`config.mk`:
```
export PLATFORM = sky130hd
export DESIGN_NAME = mux4_rr_arbiter_flat
export DESIGN_NICKNAME = d
export VERILOG_FILES = /design/src/rtl/mux4_rr_arbiter_if.sv /design/src/rtl/mux4_rr_arbiter.sv /design/src/flat_wrapper.sv
export SDC_FILE = /design/constraint.sdc
export NUM_CORES = 1
export LEC_CHECK = 0
export CAP_MARGIN = 20
export CORE_ASPECT_RATIO = 1.1
export CORE_MARGIN = 2
export CORE_UTILIZATION = 58
export CTS_BUF_LIST = sky130_fd_sc_hd__clkbuf_8
export DETAILED_ROUTE_END_ITERATION = 10
export DONT_BUFFER_PORTS = 1
export GPL_TIMING_DRIVEN = 1
export PLACE_DENSITY = 0.81
export SYNTH_ARGS = -nofsm -noshare
export SYNTH_HDL_FRONTEND = slang
export SYNTH_SLANG_ARGS = --single-unit
```
`constraint.sdc`:
```
create_clock -name clk -period 2 [get_ports clk]
set_input_delay 0.4 -clock clk [delete_from_list [all_inputs] [get_ports clk]]
set_output_delay 0.4 -clock clk [all_outputs]
set_load 0.02 [all_outputs]
```
`src/rtl/mux4_rr_arbiter_if.sv`:
```
// Handshake bundle between four requesters and the shared 4:1 mux arbiter.
// The master side drives requests and data bits; the slave side is the arbiter.
interface mux4_rr_arbiter_if;
    logic [3:0] req;
    logic [3:0] x;
    logic [3:0] gnt;
    logic [1:0] s;
    logic       y;
    logic       busy;

    modport master (output req, x, input gnt, s, y, busy);
    modport slave  (input req, x, output gnt, s, y, busy);
endinterface

```
`src/rtl/mux4_rr_arbiter.sv`:
```
// Round-robin arbiter owning a 4:1 single-bit mux, with a hold-time limit on each owner.
// Optional macro ARB_PARK_EN: keep the last owner's select while idle instead of forcing 00.
module mux4_rr_arbiter #(
    parameter int MAX_HOLD = 8
) (
    input  logic                 clk,
    input  logic                 rst,
    mux4_rr_arbiter_if.slave     bus
);
    localparam int CW = $clog2(MAX_HOLD);
    localparam logic [CW-1:0] HOLD_LAST = CW'(MAX_HOLD - 1);

    typedef enum logic {IDLE, OWN} state_t;

    state_t        state;
    logic [CW-1:0] hold_cnt;
    logic [1:0]    rr_ptr;
    logic [3:0]    gnt_r;
    logic [1:0]    s_r;
    logic          busy_r;

    logic [3:0]    others;
    logic          release_own;
    logic [2:0]    pick;

    // Returns {found, index}; scanning downwards lets the smallest offset from start win.
    function automatic logic [2:0] rr_pick(input logic [3:0] r, input logic [1:0] start);
        logic [2:0] res;
        logic [1:0] idx;
        res = 3'b000;
        for (int i = 3; i >= 0; i--) begin
            idx = start + 2'(i);
            if (r[idx]) res = {1'b1, idx};
        end
        return res;
    endfunction

    // While owning, s_r is the owner index; masking it gives the handover candidates.
    always_comb begin
        others      = bus.req & ~(4'b0001 << s_r);
        release_own = !bus.req[s_r] || (hold_cnt == HOLD_LAST && others != 4'b0000);
        pick        = (state == IDLE) ? rr_pick(bus.req, rr_ptr)
                                      : rr_pick(others, s_r + 2'd1);
    end

    always_ff @(posedge clk or posedge rst) begin
        if (rst) begin
            state    <= IDLE;
            gnt_r    <= 4'b0000;
            s_r      <= 2'b00;
            busy_r   <= 1'b0;
            hold_cnt <= '0;
            rr_ptr   <= 2'b00;
        end else if (state == IDLE || release_own) begin
            if (pick[2]) begin
                state    <= OWN;
                gnt_r    <= 4'b0001 << pick[1:0];
                s_r      <= pick[1:0];
                busy_r   <= 1'b1;
                hold_cnt <= '0;
                rr_ptr   <= pick[1:0] + 2'd1;
            end else begin
                state    <= IDLE;
                gnt_r    <= 4'b0000;
                busy_r   <= 1'b0;
                hold_cnt <= '0;
`ifdef ARB_PARK_EN
                s_r      <= s_r;
`else
                s_r      <= 2'b00;
`endif
            end
        end else if (hold_cnt != HOLD_LAST) begin
            // Saturating count: a lone owner is never preempted.
            hold_cnt <= hold_cnt + 1'b1;
        end
    end

    assign bus.gnt  = gnt_r;
    assign bus.s    = s_r;
    assign bus.busy = busy_r;
    assign bus.y    = bus.x[s_r];
endmodule

```
`src/flat_wrapper.sv`:
```
// flat-port wrapper written by rule: the top's interface ports become plain ports
module mux4_rr_arbiter_flat 
#(
    parameter int MAX_HOLD = 8
)
  (clk, rst, bus_req, bus_x, bus_gnt, bus_s, bus_y, bus_busy);
  mux4_rr_arbiter_if bus_i ();
  input  logic clk;
  input  logic rst;
  input wire logic [$bits(bus_i.req)-1:0] bus_req;
  input wire logic [$bits(bus_i.x)-1:0] bus_x;
  output wire logic [$bits(bus_i.gnt)-1:0] bus_gnt;
  output wire logic [$bits(bus_i.s)-1:0] bus_s;
  output wire logic [$bits(bus_i.y)-1:0] bus_y;
  output wire logic [$bits(bus_i.busy)-1:0] bus_busy;
  assign bus_i.req = bus_req;
  assign bus_i.x = bus_x;
  assign bus_gnt = bus_i.gnt;
  assign bus_s = bus_i.s;
  assign bus_y = bus_i.y;
  assign bus_busy = bus_i.busy;
  mux4_rr_arbiter #(.MAX_HOLD(MAX_HOLD)) u_core (.clk(clk), .rst(rst), .bus(bus_i));
endmodule
```
### Word-level counts from Yosys, hierarchy flattened

Index checks and enable logic that the tools add are counted.
W data, S select, Z words.

| storage, ports and cells | value |
|---|---|
| bits in registers | 12 |
| input bits | 10 |
| output and inout bits | 8 |

| operators by class | value |
|---|---|
| add/sub/neg operators | 9 |
| magnitude comparators | 9 |
| eq/ne operators | 2 |
| shift operators | 2 |
| multiplexer cells | 34 |
| bitwise operators | 3 |
| reductions and logical operators | 7 |

Operator list:

| kind | number |
|---|---|
| $mux W3 | 11 |
| $lt A2 B3 Y1 const B | 9 |
| $bmux W1 S2 | 10 |
| $mux W1 | 11 |
| $add A2 B1 Y2 const B | 4 |
| $add A2 B2 Y2 const B | 4 |
| $shl A1 B2 Y4 const A | 2 |
| $and A4 B4 Y4 | 1 |
| $mux W4 | 1 |
| $not A4 Y4 | 1 |
| $reduce_bool A4 Y1 | 1 |
| $add A3 B1 Y3 const B | 1 |
| $eq A3 B3 Y1 const B | 1 |
| $ne A3 B3 Y1 const B | 1 |
| $logic_or A1 B1 Y1 | 2 |
| $mux W2 | 1 |
| $reduce_and A2 Y1 | 1 |
| $reduce_bool A2 Y1 | 1 |
| $logic_and A1 B1 Y1 | 1 |
| $logic_not A1 Y1 | 1 |
| $not A1 Y1 | 1 |

### Logic depth before layout (Yosys ltp)

Gate-level depths: netlist (run 1).

| logic depth | value |
|---|---|
| depth after elaboration | 12 |
| mapped depth | 8 |
| depth with buffers taken out | 7 |

### Least setup slack after synthesis (run 1)

No wires, ideal clock.

| path | value |
|---|---|
| kind | register -> register |
| start point | reg u_core.s_r[0], in the netlist u_core.bus.s[0] |
| end point | reg u_core.gnt_r[0], in the netlist u_core.bus.gnt[0] |
| library setup time | 95 ps |
| arrival time | 2,090 ps |
| data required time | 1,905 ps |
| slack | -185 ps |
| cell stages (with the launch flop) | 9 |
| buffers on the path | 1 |
| period minus slack after synthesis | 2,185 ps |
| path through | dfrtp_1 > buf_2 > inv_1 > ha_1 > nand2b_1 > o311a_1 > o211ai_1 > nand3_1 > o31ai_1 |

| between the ends | value |
|---|---|
| word-level cells in the longest chain between the ends | 12 |
| elaborated cells between the ends (all ways) | 29 |
| classes of those cells | 4 x add/sub; 2 x shift; 16 x mux; 2 x bitwise; 5 x reduce/logical |

Ends and longest elaborated chain:

| what | line | text |
|---|---|---|
| start: declaration | mux4_rr_arbiter.sv:19 | `logic [1:0] s_r;` |
| start signal: assignment | mux4_rr_arbiter.sv:58 | `s_r <= pick[1:0];` |
| parallel branches: the longest is 12 deep, another holds $add A2 B1 Y2 | n/a |  |
| end signal: assignment | mux4_rr_arbiter.sv:57 | `gnt_r <= 4'b0001 << pick[1:0];` |
| end: declaration | mux4_rr_arbiter.sv:18 | `logic [3:0] gnt_r;` |

Parallel ways; which one is timed is not known. The select of a mux whose other input is x is not followed.
A chain may end at the register's enable or synchronous reset.

### Worst setup path in the final report (run 1)

Same ends and word-level chain as after synthesis.

==> summary.txt, run 1 <==
Timing
  • Final Hold Viols: 0
  • Max_slew headroom: 0.706
  • FMAX: ~490 MHz
  • Fin. max-slew vios: 0
  • Max Clock Skew: 0.00147 ns
  • Tightest Pin Transition: about 0.44 ns
  • RSZ-0062 raised after global routing: yes
  • Min Tclk post-route: just over 2 ns
  • Final WS setup: -0.0387 ns
  • Final setup violation count: 2
  • Final period util: 1.02
  • Fin Hold WS: between 0.05 and 0.06 ns

Global routing
  • First-pass GRT wire length: between 3000 and 4000 microns
  • Largest net degree at the start of global routing: 14
  • Grt ovf: 0
  • Total track usage: 0.243
  • Initial antenna violation count: 0
  • Via count of the first global-routing pass: about 780

Run
  • Max-cap viol count: 0

Worst setup path
  • CP peak stage delay: ~0.44 ns
  • Reg2reg setup slack: -0.04 ns
  • Worst setup EP type: flop
  • FF-to-FF path depth: 7
  • Crit-path leading delay family: compound AO/OA/AOI/OAI gates
  • Worst Path Buf+Inv: 1
  • Crit-path cells: inv_2 -> ha_4 -> nand2b_4 -> o311a_1 -> o211ai_1 -> nand3_1 -> o31ai_2
  • FF-to-FF Start: u_core.bus.s[0]
  • Critical path type: flop to flop
  • Crit path launch: u_core.bus.s[0]
  • WP depth: 7
  • RR Endpoint: u_core.bus.gnt[0]
  • Worst setup path end: u_core.bus.gnt[0]
  • CP required: approximately 2.1 ns
  • Critical Path Fanout Max: 4
  • Worst setup SP type: flop
  • CP arrival: around 2.2 ns
  • Slowest-stage cell, CP: dfrtp_2

Clock network
  • CTS tree: yes
  • Hold buffers post-CTS: 0
  • Skew-Pair Late Insertion Delay: approximately 0.24 ns
  • CTS Buf Count: 3
  • Worst-path clk slew: 0.05 ns
  • CTS sink cnt: 12
  • H-tree depth: 1
  • Max clock buf depth: 2
  • Clock root buffer: clkbuf_8

Power and ir drop
  • PnR Total Power: slightly above 0.002 W
  • Lkg Pwr: 0.508 nW
  • Maximum vdd drop: approximately 1200 uV
  • P per Cell Area: 1740 nW/um^2

Yosys
  • Mapped cell area: between 900 and 1000 sq um
  • Syn avg cell area: about 9.4 sq um
  • Register area share after synthesis: 0.322
  • Post-synthesis xor/xnor area fraction: 0.00940
  • Cell count after synthesis: 99
  • Synth Area in Adders: 0.0805
  • Compound-gate portion of the synthesized area: 0.181
  • Synth Net Count: roughly 120
  • Yosys reg bits: 12
  • Simple-gate share of the synthesized area: 0.287
  • Post-synthesis mux area share: 0.0644
  • Main combinational cell family by area after synthesis: simple AND/OR/NAND/NOR gates
  • Number of synthesis warnings: 0
  • Unique masters post-synth: 41

Floorplanning
  • I/O pin count: 18
  • Die footprint: roughly 2000 sq um
  • Die width: around 42 microns
  • Std-Cell Rows: 15
  • Die Ht: approximately 46 microns
  • Initial Utilization: 0.606
  • Core area: 1540 sq um

Final layout
  • Final nets: 128
  • Reg area: between 300 and 400 sq um
  • Multi-input logic area: approximately 680 sq um
  • Finished Layout Cells: around 130
  • Layout Area Growth over Synthesis: 24.6%
  • Share of layout cells above drive strength 1: 0.342
  • Fillers: around 110
  • Antenna cells: 0

Drt
  • DRC Markers: 0
  • Avg Vias per Cell: approximately 6.7
  • Routed length per instance: 18.6 microns
  • Vias post-DR: 859
  • Pre-Repair DR Iteration Count: 4
  • Final wirelength: around 2400 microns
  • Antenna viol nets, final: 0
  • First DRT Iteration DRCs: 18

Place
  • DP Wirelength: around 1600 microns
  • Dpl cells: 119
  • RePlAce Congestion: between 0.8 and 0.9
  • Port bufs: 0

Status
  • Outcome: finished with violations
  • Failing checks: negative setup slack

Hold path
  • Hold Crit Class: input port to asynchronous set/reset pin
## power by group
group | internal (W) | switching [W]
Combinational | 0.000649 | 0.000658
Clock | 0.000135 | 0.0000811
Sequential | 0.000349 | 0.000143
## stage by stage
stage / util / instance area (sq um) / setup slack (ns) / setup TNS, ns
2_1_floorplan: - / 947 / 0.0149 / 0
6_report: 0.754 / 1160 / -0.0387 / -0.0410
4_1_cts: 0.677 / 1040 / 0.0158 / 0
3_3_place_gp: 0.638 / 982 / 0.0689 / 0
5_1_grt: 0.754 / 1160 / -0.0941 / -0.232
3_5_place_dp: 0.638 / 982 / 0.00902 / 0
## metal layers
metal  up-vias  part of all wire  track usage
li1        398                 -            -
met1       416              0.40        0.250
met2        34              0.50        0.437
met3        11             0.067       0.0992
met4         0             0.026        0.113
met5         -                 0            0
## how the worst min path moves through the flow
stage | startpoint | endpoint | slack [ns] | cells after the start
2_1_floorplan | rst | u_core.bus.busy | 0.26 | 1
3_3_place_gp | rst | u_core.hold_cnt[0] | 0.31 | 1
3_5_place_dp | rst | u_core.hold_cnt[0] | 0.32 | 1
4_1_cts | rst | u_core.rr_ptr[1] | 0.06 | 1
5_1_grt | rst | u_core.rr_ptr[0] | 0.09 | 1
6_report | rst | u_core.rr_ptr[1] | 0.05 | 1
## cell type report
class | instances | share of cell area
timing repair buffer | 12 | 0.0841
sequential | 12 | 0.261
multi-input combinational | 78 | 0.582
clock inverter | 1 | 0.00323
tap | 17 | 0.0183
inverter | 5 | 0.0162
clock buffer | 3 | 0.0356
## cell families after synthesis
kind of cell,after synthesis
muxes,3
and+or+nand+nor,44
xor gates and xnor gates,1
buffers and inverters,9
DFF,12
adders and majority gates,6
AOI/OAI and AO/OA,24
## cells in the final DEF, fill, tap and decap left out, types with 3 or more instances in the layout
cell | synthesis | final
a21oi_1 | 4 | 4
buf_4 | 0 | 10
clkbuf_8 | 0 | 3
dfrtp_1 | 12 | 10
ha_1 | 6 | 4
inv_1 | 5 | 4
nand2_1 | 11 | 10
nand2b_1 | 7 | 5
nand3_1 | 5 | 5
nand4_1 | 3 | 3
nor2_1 | 4 | 4
o211ai_1 | 3 | 3
## cells in the mapped netlist
library cell,instances,area [sq um]
a21boi_0,1,7.51
a21o_1,2,15.0
a21oi_1,4,20.0
a21oi_2,1,8.76
a222oi_1,1,10.0
a311oi_1,1,8.76
a31oi_1,1,6.26
and2_1,1,6.26
and2_4,1,8.76
and4_1,1,8.76
and4bb_2,1,12.5
buf_2,1,5.00
buf_6,2,22.5
clkbuf_2,1,5.00
dfrtp_1,12,300
ha_1,6,75.1
inv_1,5,18.8
mux2_4,1,15.0
mux4_2,2,45.0
nand2_1,11,41.3
nand2b_1,7,43.8
nand3_1,5,25.0
nand3b_1,2,15.0
nand4_1,3,18.8
nor2_1,4,15.0
nor2b_1,2,12.5
nor2b_4,1,13.8
nor4b_1,1,8.76
o211ai_1,3,22.5
o21a_1,1,7.51
o21ai_0,2,10.0
o21ai_1,2,10.0
o311a_1,1,10.0
o311ai_0,1,8.76
o31ai_1,2,15.0
o32ai_1,1,8.76
or2b_1,1,7.51
or3b_1,1,8.76
or4_4,1,11.3
or4b_1,1,10.0
xor2_1,1,8.76
## flip-flops by register name, indices dropped and copies added, names as in the netlist
signal	cells
u_core.bus.gnt	4
u_core.bus.s	2
u_core.rr_ptr	2
u_core.hold_cnt	3
u_core.bus.busy	1
## what timing repair did
item                       CTS  global route
resized for setup            2            18
buffers inserted             1             4
setup endpoints to repair    2             8
pin swaps                    1             6
Power figures use the tool's default switching activity.
==> run 2: changes to the inputs <==
- CORE_UTILIZATION: 58 -> 60
- clock period: 2 -> 2.2 ns (I/O delays scaled with it)
==> summary.txt, run 2 (synthesized netlist as in run 1, its figures left out) <==
Drt
  • Pre-Repair DR Iteration Count: 4 (unchanged)
  • Avg Vias per Cell: 6.62 (-1.3%)
  • Vias post-DR: 788 (-8.3%)
  • Antenna viol nets, final: 0 (unchanged)
  • Final wirelength: 1980 microns (-17%)
  • Routed length per instance: 16.6 microns (-11%)
  • DRC Markers: 0 (unchanged)
  • First DRT Iteration DRCs: 33 (+15)

Clock network
  • Worst-path clk slew: 0.05 ns (about the same)
  • H-tree depth: 1 (unchanged)
  • CTS Buf Count: 3 (unchanged)
  • Clock root buffer: clkbuf_8
  • Max clock buf depth: 2 (unchanged)
  • CTS tree: yes
  • CTS sink cnt: 12 (unchanged)
  • Skew-Pair Late Insertion Delay: 0.24 ns (about the same)
  • Post-CTS setup repair buffer count: 0 (-1)

Power and ir drop
  • P per Cell Area: 1500 nW/um^2 (-13%)
  • Lkg Pwr: 0.453 nW (-11%)
  • Maximum vdd drop: 1020 uV (-14%)

Worst setup path
  • FF-to-FF Start: u_core.bus.s[0]
  • Crit-path cells: inv_1 -> ha_1 -> nand3b_1 -> a222oi_1 -> o32ai_2 -> a21o_1 -> o211ai_1
  • Worst setup SP type: flop
  • Slowest-stage cell, CP: dfrtp_1
  • Crit-path leading delay family: compound AO/OA/AOI/OAI gates
  • Critical path type: flop to flop
  • Worst setup EP type: flop
  • CP peak stage delay: 0.41 ns (-0.03 ns)
  • Worst Path Buf+Inv: 1 (unchanged)
  • RR Endpoint: u_core.rr_ptr[1]
  • Critical Path Fanout Max: 6 (+2)
  • FF-to-FF path depth: 7 (unchanged)
  • CP arrival: 2.19 ns (+0.02 ns)
  • Reg2reg setup slack: 0.17 ns (+0.21 ns)
  • CP required: 2.36 ns (+0.23 ns)

Timing
  • Min Tclk post-route: 2.03 ns (-0.0122 ns)
  • FMAX: 493 MHz (+0.60%)
  • Fin Hold WS: 0.0927 ns (+0.0413 ns)
  • Max_slew headroom: 0.696 (-0.00999)
  • Final Hold Viols: 0 (unchanged)
  • Sum Neg Setup Slack: 0 ns (+0.0410 ns)
  • Final setup violation count: 0 (-2)
  • RSZ-0062 raised after global routing: no
  • Final period util: 0.921 (-0.0982)
  • Fin. max-slew vios: 0 (unchanged)
  • Max Clock Skew: 0.00446 ns (+0.00299 ns)
  • Tightest Pin Transition: 0.456 ns (+0.0150 ns)

Global routing
  • Largest net degree at the start of global routing: 13 (-1)
  • Total track usage: 0.234 (-0.00880)
  • Initial antenna violation count: 0 (unchanged)
  • First-pass GRT wire length: 3280 microns (-4.0%)
  • Via count of the first global-routing pass: 754 (-3.5%)
  • Grt ovf: 0 (unchanged)

Final layout
  • Multi-input logic area: 594 sq um (-12%)
  • Most frequent cells in the layout: 12 x dfrtp_1, 11 x nand2_1, 7 x nand2b_1, 6 x ha_1
  • Final nets: 120 (-6.3%)
  • Fillers: 111 (unchanged)
  • Layout Area Growth over Synthesis: 9.26%
  • Reg area: 300 sq um (-0.83%)
  • Share of layout cells above drive strength 1: 0.175 (-0.168)
  • Antenna cells: 0 (unchanged)
  • Commonest non-fill, non-tap cell in the layout: dfrtp_1
  • Largest register FFs: 4 (unchanged)

Floorplanning
  • Die Ht: 45.3 microns (-1.5%)
  • I/O pin count: 18 (unchanged)
  • Core area: 1420 sq um (-7.8%)
  • Initial Utilization: 0.657 (+0.0513)
  • Die footprint: 1890 sq um (-3.0%)
  • Die width: 41.6 microns (-1.5%)
  • Std-Cell Rows: 14 (-1)

Hold path
  • Hold Crit Class: input port to asynchronous set/reset pin

Place
  • DP Wirelength: 1540 microns (-2.9%)
  • RePlAce Congestion: 0.979 (+13%)
  • Port bufs: 0 (unchanged)

Run
  • Max-cap viol count: 0 (unchanged)

Status
  • Outcome: completed
==> run 2: how the worst max path moves through the flow <==
stage                                from           endpoint  depth (start not counted)  slack, ns
after floorplan           u_core.bus.s[0]  u_core.bus.gnt[0]                          8       0.01
after global placement    u_core.bus.s[1]   u_core.rr_ptr[1]                          7       0.21
after detailed placement  u_core.bus.s[1]   u_core.rr_ptr[1]                          7       0.18
after CTS                 u_core.bus.s[1]   u_core.rr_ptr[1]                          7       0.17
after global routing      u_core.bus.s[0]   u_core.rr_ptr[1]                          7       0.05
final                     u_core.bus.s[0]   u_core.rr_ptr[1]                          7       0.17
==> run 2: timing repair <==
action                                  CTS  global route
gates resized for setup                   0             2
endpoints found under the setup margin    0             4
hold buffers                              0             0
==> run 2: area by class of cell <==
class | instances | area share
well taps | 16 | 0.0197
repair buffers | 4 | 0.0295
multi-input cells | 78 | 0.584
inverters | 5 | 0.0184
flip-flops and latches | 12 | 0.295
clock buffers | 4 | 0.0541
==> run 2: layer usage <==
layer,track usage,vias up,routed length (microns)
met5,0,-,0
met4,0.0774,0,30
met3,0.0960,4,125
met2,0.428,26,995
met1,0.247,381,827
li1,-,377,-
==> run 2: worst register-to-register path, cell delays in order, from the launching register on <==
cell and delay, ns:
dfrtp_1 0.41, inv_1 0.10, ha_1 0.38, nand3b_1 0.10, a222oi_1 0.40, o32ai_2 0.20, a21o_1 0.21, o211ai_1 0.15
==> run 2: where the power goes <==
| group | switching [W] | total [W] | internal [W] |
|---|---|---|---|
| Clock | 0.0000795 | 0.000237 | 0.000158 |
| Sequential | 0.000113 | 0.000427 | 0.000314 |
| Combinational | 0.000476 | 0.000868 | 0.000392 |
==> run 2: through the flow <==
stage / cells / cell area, sq um / total power, W / setup slack, ns / util
4_1_cts: 119 / 1000 / 0.00151 / 0.166 / 0.708
6_report: 119 / 1020 / 0.00153 / 0.173 / 0.718
5_1_grt: 119 / 1020 / 0.00165 / 0.0453 / 0.718
3_5_place_dp: 115 / 950 / 0.00127 / 0.178 / 0.669
2_1_floorplan: 99 / 932 / 0.00107 / 0.0148 / -
3_3_place_gp: 115 / 950 / 0.00125 / 0.213 / 0.669
==> run 3: changes to the inputs <==
- MAX_ROUTING_LAYER: not set -> met4
==> summary.txt, run 3 (synthesized netlist as in run 1, its figures left out) <==
Global routing
  • Via count of the first global-routing pass: 754 (unchanged)
  • Total track usage: 0.242 (+0.00734)
  • Largest net degree at the start of global routing: 13 (unchanged)
  • First-pass GRT wire length: 3270 microns (-0.43%)
  • Grt ovf: 0 (unchanged)
  • Initial antenna violation count: 0 (unchanged)

Drt
  • Final wirelength: 1990 microns (+0.40%)
  • Vias post-DR: 780 (-1.0%)
  • Antenna viol nets, final: 0 (unchanged)
  • First DRT Iteration DRCs: 29 (-12%)
  • Routed length per instance: 16.7 microns (+0.40%)
  • Avg Vias per Cell: 6.55 (-1.0%)
  • DRC Markers: 0 (unchanged)
  • Pre-Repair DR Iteration Count: 4 (unchanged)

Timing
  • Final Hold Viols: 0 (unchanged)
  • Max_slew headroom: 0.696 (about the same)
  • Tightest Pin Transition: 0.456 ns (+0.000680 ns)
  • Min Tclk post-route: 2.02 ns (-0.0101 ns)
  • Final period util: 0.917 (-0.00459)
  • RSZ-0062 raised after global routing: no
  • Max Clock Skew: 0.00421 ns (-0.000249 ns)
  • Final setup violation count: 0 (unchanged)
  • Sum Neg Setup Slack: 0 ns (unchanged)
  • FMAX: 496 MHz (+0.50%)
  • Fin. max-slew vios: 0 (unchanged)
  • Fin Hold WS: 0.0944 ns (+0.00170 ns)

Power and ir drop
  • Gate power share: 0.567 (about the same)
  • Share of total power in sequential cells: 0.280 (+0.002)
  • PnR Total Power: 0.00153 W (-0.27%)
  • Internal cell power: 0.000863 W (about the same)
  • Maximum vdd drop: 1020 uV (-0.65%)
  • Net Switching: 0.000665 W (-0.56%)
  • Lkg Pwr: 0.453 nW (unchanged)
  • P per Cell Area: 1500 nW/um^2 (-0.27%)
  • Sw Share: 0.435 (-0.00128)
  • Clock power frac: 0.154 (about the same)

Place
  • RePlAce Congestion: 0.998 (+1.9%)
  • Placed cell area: 950 sq um (unchanged)
  • DP Wirelength: 1540 microns (unchanged)
  • Port bufs: 0 (unchanged)
  • Dpl cells: 115 (unchanged)

Floorplanning
  • Die width: 41.6 microns (unchanged)
  • Core area: 1420 sq um (unchanged)
  • Die footprint: 1890 sq um (unchanged)
  • Std-Cell Rows: 14 (unchanged)
  • I/O pin count: 18 (unchanged)
  • Die Ht: 45.3 microns (unchanged)
  • Initial Utilization: 0.657 (unchanged)

Final layout
  • Layout Area Growth over Synthesis: 9.26% (unchanged)
  • Commonest non-fill, non-tap cell in the layout: dfrtp_1
  • Finished Layout Cells: 119 (unchanged)
  • Largest register FFs: 4 (unchanged)
  • Final Cell Area: 1020 sq um (unchanged)
  • Most frequent cells in the layout: 12 x dfrtp_1, 11 x nand2_1, 7 x nand2b_1, 6 x ha_1
  • Final nets: 120 (unchanged)
  • Antenna cells: 0 (unchanged)
  • Share of layout cells above drive strength 1: 0.175 (unchanged)

Clock network
  • Clock root buffer: clkbuf_8
  • CTS Buf Count: 3 (unchanged)
  • Post-CTS setup repair buffer count: 0 (unchanged)
  • Max clock buf depth: 2 (unchanged)
  • H-tree depth: 1 (unchanged)
  • Worst-path clk slew: 0.05 ns (about the same)
  • Skew-Pair Late Insertion Delay: 0.24 ns (about the same)
  • CTS tree: yes
  • CTS sink cnt: 12 (unchanged)

Worst setup path
  • Critical Path Fanout Max: 6 (unchanged)
  • Worst setup EP type: flop
  • Worst setup path end: u_core.rr_ptr[1]
  • Critical path type: flop to flop
  • Crit path launch: u_core.bus.s[0]
  • FF-to-FF Start: u_core.bus.s[0]
  • CP arrival: 2.17 ns (-0.02 ns)
  • RR Endpoint: u_core.rr_ptr[1]
  • CP required: 2.36 ns (about the same)
  • Reg2reg setup slack: 0.18 ns (about the same)
  • FF-to-FF path depth: 7 (unchanged)
  • Worst setup SP type: flop

Run
  • Max-cap viol count: 0 (unchanged)

Status
  • Outcome: completed

Hold path
  • Hold Crit Class: input port to asynchronous set/reset pin
## run 3: cell counts in the layout (fill, tap and decap cells not counted)
Identical to the previous run, type by type.
## run 3: area by class of cell
cell class                 instances  area [sq um]
clock buffer                       4          55.1
tap                               16          20.0
inverter                           5          18.8
timing repair buffer               4          30.0
multi-input combinational         78           594
sequential                        12           300
fill                             111           400
## run 3: per-stage QoR
step,worst slack [ns],util
after detailed placement,0.178,0.669
after global placement,0.213,0.669
after global routing,0.0454,0.718
after floorplan,0.0148,-
final,0.184,0.718
after CTS,0.166,0.708
## run 3: power by group through the flow
stage | clock, W | combinational (W) | sequential, W
3_5_place_dp | 0 | 0.000840 | 0.000431
2_1_floorplan | 0 | 0.000627 | 0.000446
4_1_cts | 0.000241 | 0.000843 | 0.000428
5_1_grt | 0.000251 | 0.000955 | 0.000440
6_report | 0.000235 | 0.000866 | 0.000427
3_3_place_gp | 0 | 0.000820 | 0.000426
## run 3: worst min path at each step
stage | from | slack, ns | end | cells past startpoint
6_report | rst | 0.09 | u_core.bus.gnt[3] | 1
3_5_place_dp | rst | 0.36 | u_core.hold_cnt[0] | 1
3_3_place_gp | rst | 0.35 | u_core.hold_cnt[0] | 1
2_1_floorplan | rst | 0.30 | u_core.bus.busy | 1
4_1_cts | rst | 0.10 | u_core.bus.gnt[3] | 1
5_1_grt | rst | 0.13 | u_core.bus.gnt[3] | 1
## run 3: layer usage
| layer | GRT usage | vias up | share of wire |
|---|---|---|---|
| met5 | - | - | 0 |
| met4 | 0.0774 | 0 | 0.015 |
| met3 | 0.0960 | 4 | 0.070 |
| met2 | 0.428 | 32 | 0.51 |
| met1 | 0.247 | 369 | 0.40 |
| li1 | - | 375 | - |
## run 3: critical path: stages (launching register included)
cell	delay [ns]
dfrtp_1	0.41
inv_1	0.10
ha_1	0.37
nand3b_1	0.10
a222oi_1	0.39
o32ai_2	0.20
a21o_1	0.21
o211ai_1	0.15
## run 3: what timing repair did
item,4_1_cts,5_1_grt
gates resized for setup,0,2
setup endpoints to repair,0,4
hold buffers,0,0
